===== src/rtl/adder_share_arb.sv =====
// adder_share_arb: one ripple-carry adder shared by NREQ requesters
// under round-robin arbitration, with registered sum/carry and winner id.
module adder_share_arb #(
  parameter int N    = 4,
  parameter int NREQ = 4,
  parameter int IDW  = 2
) (
  input  logic              clk,
  input  logic              rst_n,
  input  logic [NREQ-1:0]   req,
  input  logic [NREQ*N-1:0] a_in,
  input  logic [NREQ*N-1:0] b_in,
  input  logic [NREQ-1:0]   cin_in,
  output logic [NREQ-1:0]   gnt,
  output logic              busy,
  output logic              done,
  output logic [IDW-1:0]    done_id,
  output logic [N-1:0]      sum,
  output logic              cout
);

  typedef enum logic [1:0] {
    IDLE,
    EXEC,
    DONE
  } state_t;

  state_t         state;
  logic [IDW-1:0] ptr;
  logic [IDW-1:0] w_q;
  logic [IDW-1:0] win;
  logic           win_vld;
  int             idx;

  logic [N-1:0]   a_w;
  logic [N-1:0]   b_w;
  logic           c_w;

  logic [N-1:0]   op_a;
  logic [N-1:0]   op_b;
  logic           op_c;

  logic [N:0]     carry;
  logic [N-1:0]   add_s;

  // Round-robin pick: first set req bit scanning upward from ptr, wrapping.
  always_comb begin
    win     = '0;
    win_vld = 1'b0;
    idx     = 0;
    for (int i = 0; i < NREQ; i++) begin
      idx = int'(ptr) + i;
      if (idx >= NREQ)
        idx = idx - NREQ;
      for (int k = 0; k < NREQ; k++) begin
        if (!win_vld && k == idx && req[k]) begin
          win_vld = 1'b1;
          win     = IDW'(k);
        end
      end
    end
  end

  // Route the winner's operand slice toward the capture registers.
  always_comb begin
    a_w = '0;
    b_w = '0;
    c_w = 1'b0;
    for (int k = 0; k < NREQ; k++) begin
      if (win == IDW'(k)) begin
        a_w = a_in[k*N +: N];
        b_w = b_in[k*N +: N];
        c_w = cin_in[k];
      end
    end
  end

  assign carry[0] = op_c;

  for (genvar i = 0; i < N; i++) begin : g_fa
    assign add_s[i]   = op_a[i] ^ op_b[i] ^ carry[i];
    assign carry[i+1] = (op_a[i] & op_b[i])
                      | (carry[i] & (op_a[i] ^ op_b[i]));
  end

  // Control FSM: grant/capture in IDLE, add in EXEC, done pulse in DONE.
  always_ff @(posedge clk or negedge rst_n) begin
    if (!rst_n) begin
      state   <= IDLE;
      ptr     <= '0;
      w_q     <= '0;
      op_a    <= '0;
      op_b    <= '0;
      op_c    <= 1'b0;
      gnt     <= '0;
      busy    <= 1'b0;
      done    <= 1'b0;
      done_id <= '0;
      sum     <= '0;
      cout    <= 1'b0;
    end else begin
      unique case (state)
        IDLE: begin
          gnt  <= '0;
          busy <= 1'b0;
          done <= 1'b0;
          if (win_vld) begin
            op_a  <= a_w;
            op_b  <= b_w;
            op_c  <= c_w;
            w_q   <= win;
            gnt   <= NREQ'(1) << win;
            busy  <= 1'b1;
            state <= EXEC;
          end
        end
        EXEC: begin
          sum     <= add_s;
          cout    <= carry[N];
          done    <= 1'b1;
          done_id <= w_q;
          gnt     <= '0;
          if (int'(w_q) == NREQ - 1)
            ptr <= '0;
          else
            ptr <= w_q + 1'b1;
          state   <= DONE;
        end
        DONE: begin
          done  <= 1'b0;
          busy  <= 1'b0;
          state <= IDLE;
        end
        default: begin
          gnt   <= '0;
          busy  <= 1'b0;
          done  <= 1'b0;
          state <= IDLE;
        end
      endcase
    end
  end

endmodule


===== config.mk =====
export PLATFORM = sky130hd
export DESIGN_NAME = adder_share_arb
export DESIGN_NICKNAME = d
export VERILOG_FILES = /design/src/rtl/adder_share_arb.sv
export SDC_FILE = /design/constraint.sdc
export NUM_CORES = 1
export LEC_CHECK = 0
export CAP_MARGIN = 30
export CORE_UTILIZATION = 45
export CTS_BUF_LIST = sky130_fd_sc_hd__clkbuf_4
export CTS_CLUSTER_DIAMETER = 120
export DETAILED_ROUTE_END_ITERATION = 10
export PLACE_DENSITY = 0.92
export SYNTH_ARGS = -nofsm -noshare
export SYNTH_HDL_FRONTEND = slang
export SYNTH_SLANG_ARGS = --single-unit
export TNS_END_PERCENT = 1

===== constraint.sdc =====
create_clock -name clk -period 2.7 [get_ports clk]
set_clock_uncertainty 0.15 [all_clocks]
set_input_delay 0.54 -clock clk [delete_from_list [all_inputs] [get_ports clk]]
set_output_delay 0.54 -clock clk [all_outputs]
set_load 0.01 [all_outputs]

==> flow_metrics.env <==
export IMPL_synth_flop_cell="dfrtp_1"
export IMPL_port_buffers=54
export IMPL_fill_cells=248
export IMPL_routed_wl_um=3450
export IMPL_io_pins=55
export IMPL_chipHeight_um=60.2
export IMPL_rsz0062_at_grt="no"
export IMPL_postLayoutCoreUtil_pct=68.0
export IMPL_numCtsBuffers=3
export IMPL_synth_most_common_cell="nand2_1"
export IMPL_period_minus_slack_ps=2350
export IMPL_end_kind="flop"
export IMPL_rr_worst_depth=8
export IMPL_insertion_delay_ps=320
export IMPL_clock_power_share_pct=8.1
export IMPL_yosysTopAreaCell="dfrtp_1"
export IMPL_syn_area_mm2=0.00152
export IMPL_grt_max_degree=29
export IMPL_cp_arrival_ps=2450
export IMPL_crit_path_max_fanout=2
export IMPL_status="complete, no violations"
export IMPL_vias=1382
export IMPL_num_antenna_cells=0
export IMPL_path_class="reg2reg"
export IMPL_nets=261
export IMPL_synthTopCellsByCount="37 x nand2_1, 28 x dfrtp_1, 13 x a21oi_1, 12 x inv_1, 9 x o22ai_1"
export IMPL_drv_slew=0
export IMPL_drv_cap=0
export IMPL_die_area_mm2=0.00362
export IMPL_worst_ep_required_time_ps=2800
export IMPL_max_slew_margin_pct=51.1
export IMPL_critPathLaunchType="flop"
export IMPL_swShare_pct=41.7
export IMPL_seqPwrFrac_pct=37.3
export IMPL_dieWidth_um=60.2
export IMPL_netSwitchingPower_uw=864
export IMPL_via_per_inst=5.38
export IMPL_synthTopCellsByArea="dfrtp_1 46%, nand2_1 9.1%, fa_1 5.3%"
export IMPL_comb_power_share_pct=54.5
export IMPL_place_hpwl_um=2720
export IMPL_cts_tree="yes"
export IMPL_ir_worst_vdd_mv=0.511
export IMPL_regArea_um2=701
export IMPL_dr_pass1_iters=4
export IMPL_hold_path_depth=2
export IMPL_rows=20
export IMPL_grt_usage_pct=21.9
export IMPL_ys_seq_area_share_pct=46.0
export IMPL_wl_per_cell_um=13.4
export IMPL_ant_nets=0
export IMPL_drive_gt1_share_pct=7.04
export IMPL_ys_warn_count=0
export IMPL_grt_pass1_wl_um=5890
export IMPL_ys_async_sr_fraction_pct=100
export IMPL_cts_hold_buffers=0
export IMPL_synth_xor_area_share_pct=0
export IMPL_synth_edf_count=0
export IMPL_multiInputGateArea_um2=719
export IMPL_grt_overflow_total=0
export IMPL_clockRootBuffer="clkbuf_4"
export IMPL_synth_top_family_by_area="compound AO/OA/AOI/OAI gates"
export IMPL_post_route_period_util_pct=87.1
export IMPL_avgSynthCellArea_um2=9.64
export IMPL_ys_ff_latch=28
export IMPL_yosys_area_share_simple_pct=15.0
export IMPL_syn_to_final_growth_pct=39.7
export IMPL_worstMarginPinSlew_ps=734
export IMPL_syn_nets=205
export IMPL_start_util_pct=48.7
export IMPL_ys_types=38
export IMPL_netlist_instances=158
export IMPL_antenna_found_initial=0
export IMPL_cellPowerDensity_mw_per_mm2=974
export IMPL_internal_power_mw=1.21
export IMPL_postCtsSetupRepairBufs=0
export IMPL_core_mm2=0.00313
export IMPL_fmax_ghz=0.425
export IMPL_grt_pass1_vias=1382
export IMPL_fin_hold_ws_ps=338
export IMPL_synthAdderAreaFrac_pct=6.08
export IMPL_yosys_area_top_type_share_pct=46.0
export IMPL_drc=0
export IMPL_path_clk_slew_ps=140
export IMPL_synth_mux_area_share_pct=0.657
export IMPL_ctsResizeCount=0
export IMPL_power_total_mw=2.07
export IMPL_synth_compound_area_share_pct=25.6
export IMPL_setup_viol=0
export IMPL_drt_initial_drc_count=59
export IMPL_htree_levels=1
export IMPL_hold_viol=0
export IMPL_power_leakage_nw=0.930
export IMPL_gp_congestion=0.843
export IMPL_cts_path_max_buffers=2
export IMPL_setup_tns_ps=0
export IMPL_min_path_type="reg2reg"
export IMPL_cts_sinks=28
-- layout by cell type (no fill, tap or decap), drive strengths merged --
master,netlist,final
a21boi,2,2
a21o,2,2
a21oi,14,14
a221o,1,1
a221oi,8,8
a22o,2,2
a22oi,1,1
a31oi,1,1
a32o,2,2
and2,1,1
buf,5,4
clkbuf,2,3
clkdlybuf4s50,0,54
clkinv,1,2
dfrtp,28,28
fa,4,4
ha,1,1
inv,13,13
mux2i,1,1
nand2,37,37
nand2b,3,3
nand3,2,2
nor2,3,3
nor2b,2,2
o211ai,1,1
o21ai,9,9
o22ai,9,9
o311ai,1,1
or3,2,2
-- sequential cells by signal, summed over array words and instances, names as in the netlist --
| signal | cells |
|---|---|
| op_c | 1 |
| ptr | 2 |
| op_a | 4 |
| sum | 4 |
| done_id | 2 |
| done | 1 |
| op_b | 4 |
| state | 2 |
| w_q | 2 |
| gnt | 4 |
| busy | 1 |
| cout | 1 |
-- power groups by stage --
stage                     sequential, mW  clock (mW)  combinational, mW
final                              0.774       0.168               1.13
after global routing               0.802       0.191               1.28
after CTS                          0.772       0.172               1.14
after detailed placement           0.780           0               1.13
after global placement             0.776           0               1.08
after floorplan                    0.766           0              0.737
-- metrics by stage --
step / cell area, µm² / setup WS (ps) / cells
floorplan: 1520 / 523 / 158
global placement: 2100 / 248 / 253
detailed placement: 2100 / 199 / 253
CTS: 2130 / 340 / 257
global route: 2130 / 221 / 257
finish: 2130 / 348 / 257
-- cell type report --
cell class	count	area share, %
well taps	44	2.59
clock buffers	3	1.06
repair buffers	58	26.8
inverters	14	2.59
clock inverters	1	0.176
multi-input cells	109	33.8
flip-flops and latches	28	32.9
-- worst paths after layout --
check / slack [ps] / end / startpoint
worst min-delay path: 340 / done_id[0] / done_id[0]
worst min register to register: 340 / done_id[0] / done_id[0]
worst max-delay path: 350 / sum[3] / op_a[0]
worst max register to register: 350 / sum[3] / op_a[0]
min in group asynchronous: 420 / ptr[0] / rst_n
max in group asynchronous: 1730 / op_b[2] / rst_n
-- logic make-up (layout without fill, tap and decap cells) --
family / Yosys count / after routing
AOI/OAI and AO/OA: 53 / 53
buffers and inverters: 21 / 76
adders and majority gates: 5 / 5
and+or+nand+nor: 50 / 50
DFF: 28 / 28
muxes: 1 / 1
-- metal layers --
layer | global-route usage, % | up-vias | share of wire, %
met4 | 4.65 | 0 | 0.44
met2 | 36.9 | 65 | 49
met3 | 5.84 | 2 | 7.3
met1 | 28.2 | 649 | 43
li1 | - | 666 | -
met5 | 0 | - | 0
-- critical path: stages (launching register included) --
cell and delay [ps]:
dfrtp_1 410, inv_1 90, fa_1 180, inv_1 60, fa_1 380, fa_1 370
inv_1 90, fa_1 410, o21ai_0 160
(Power assumes the default switching activity.)
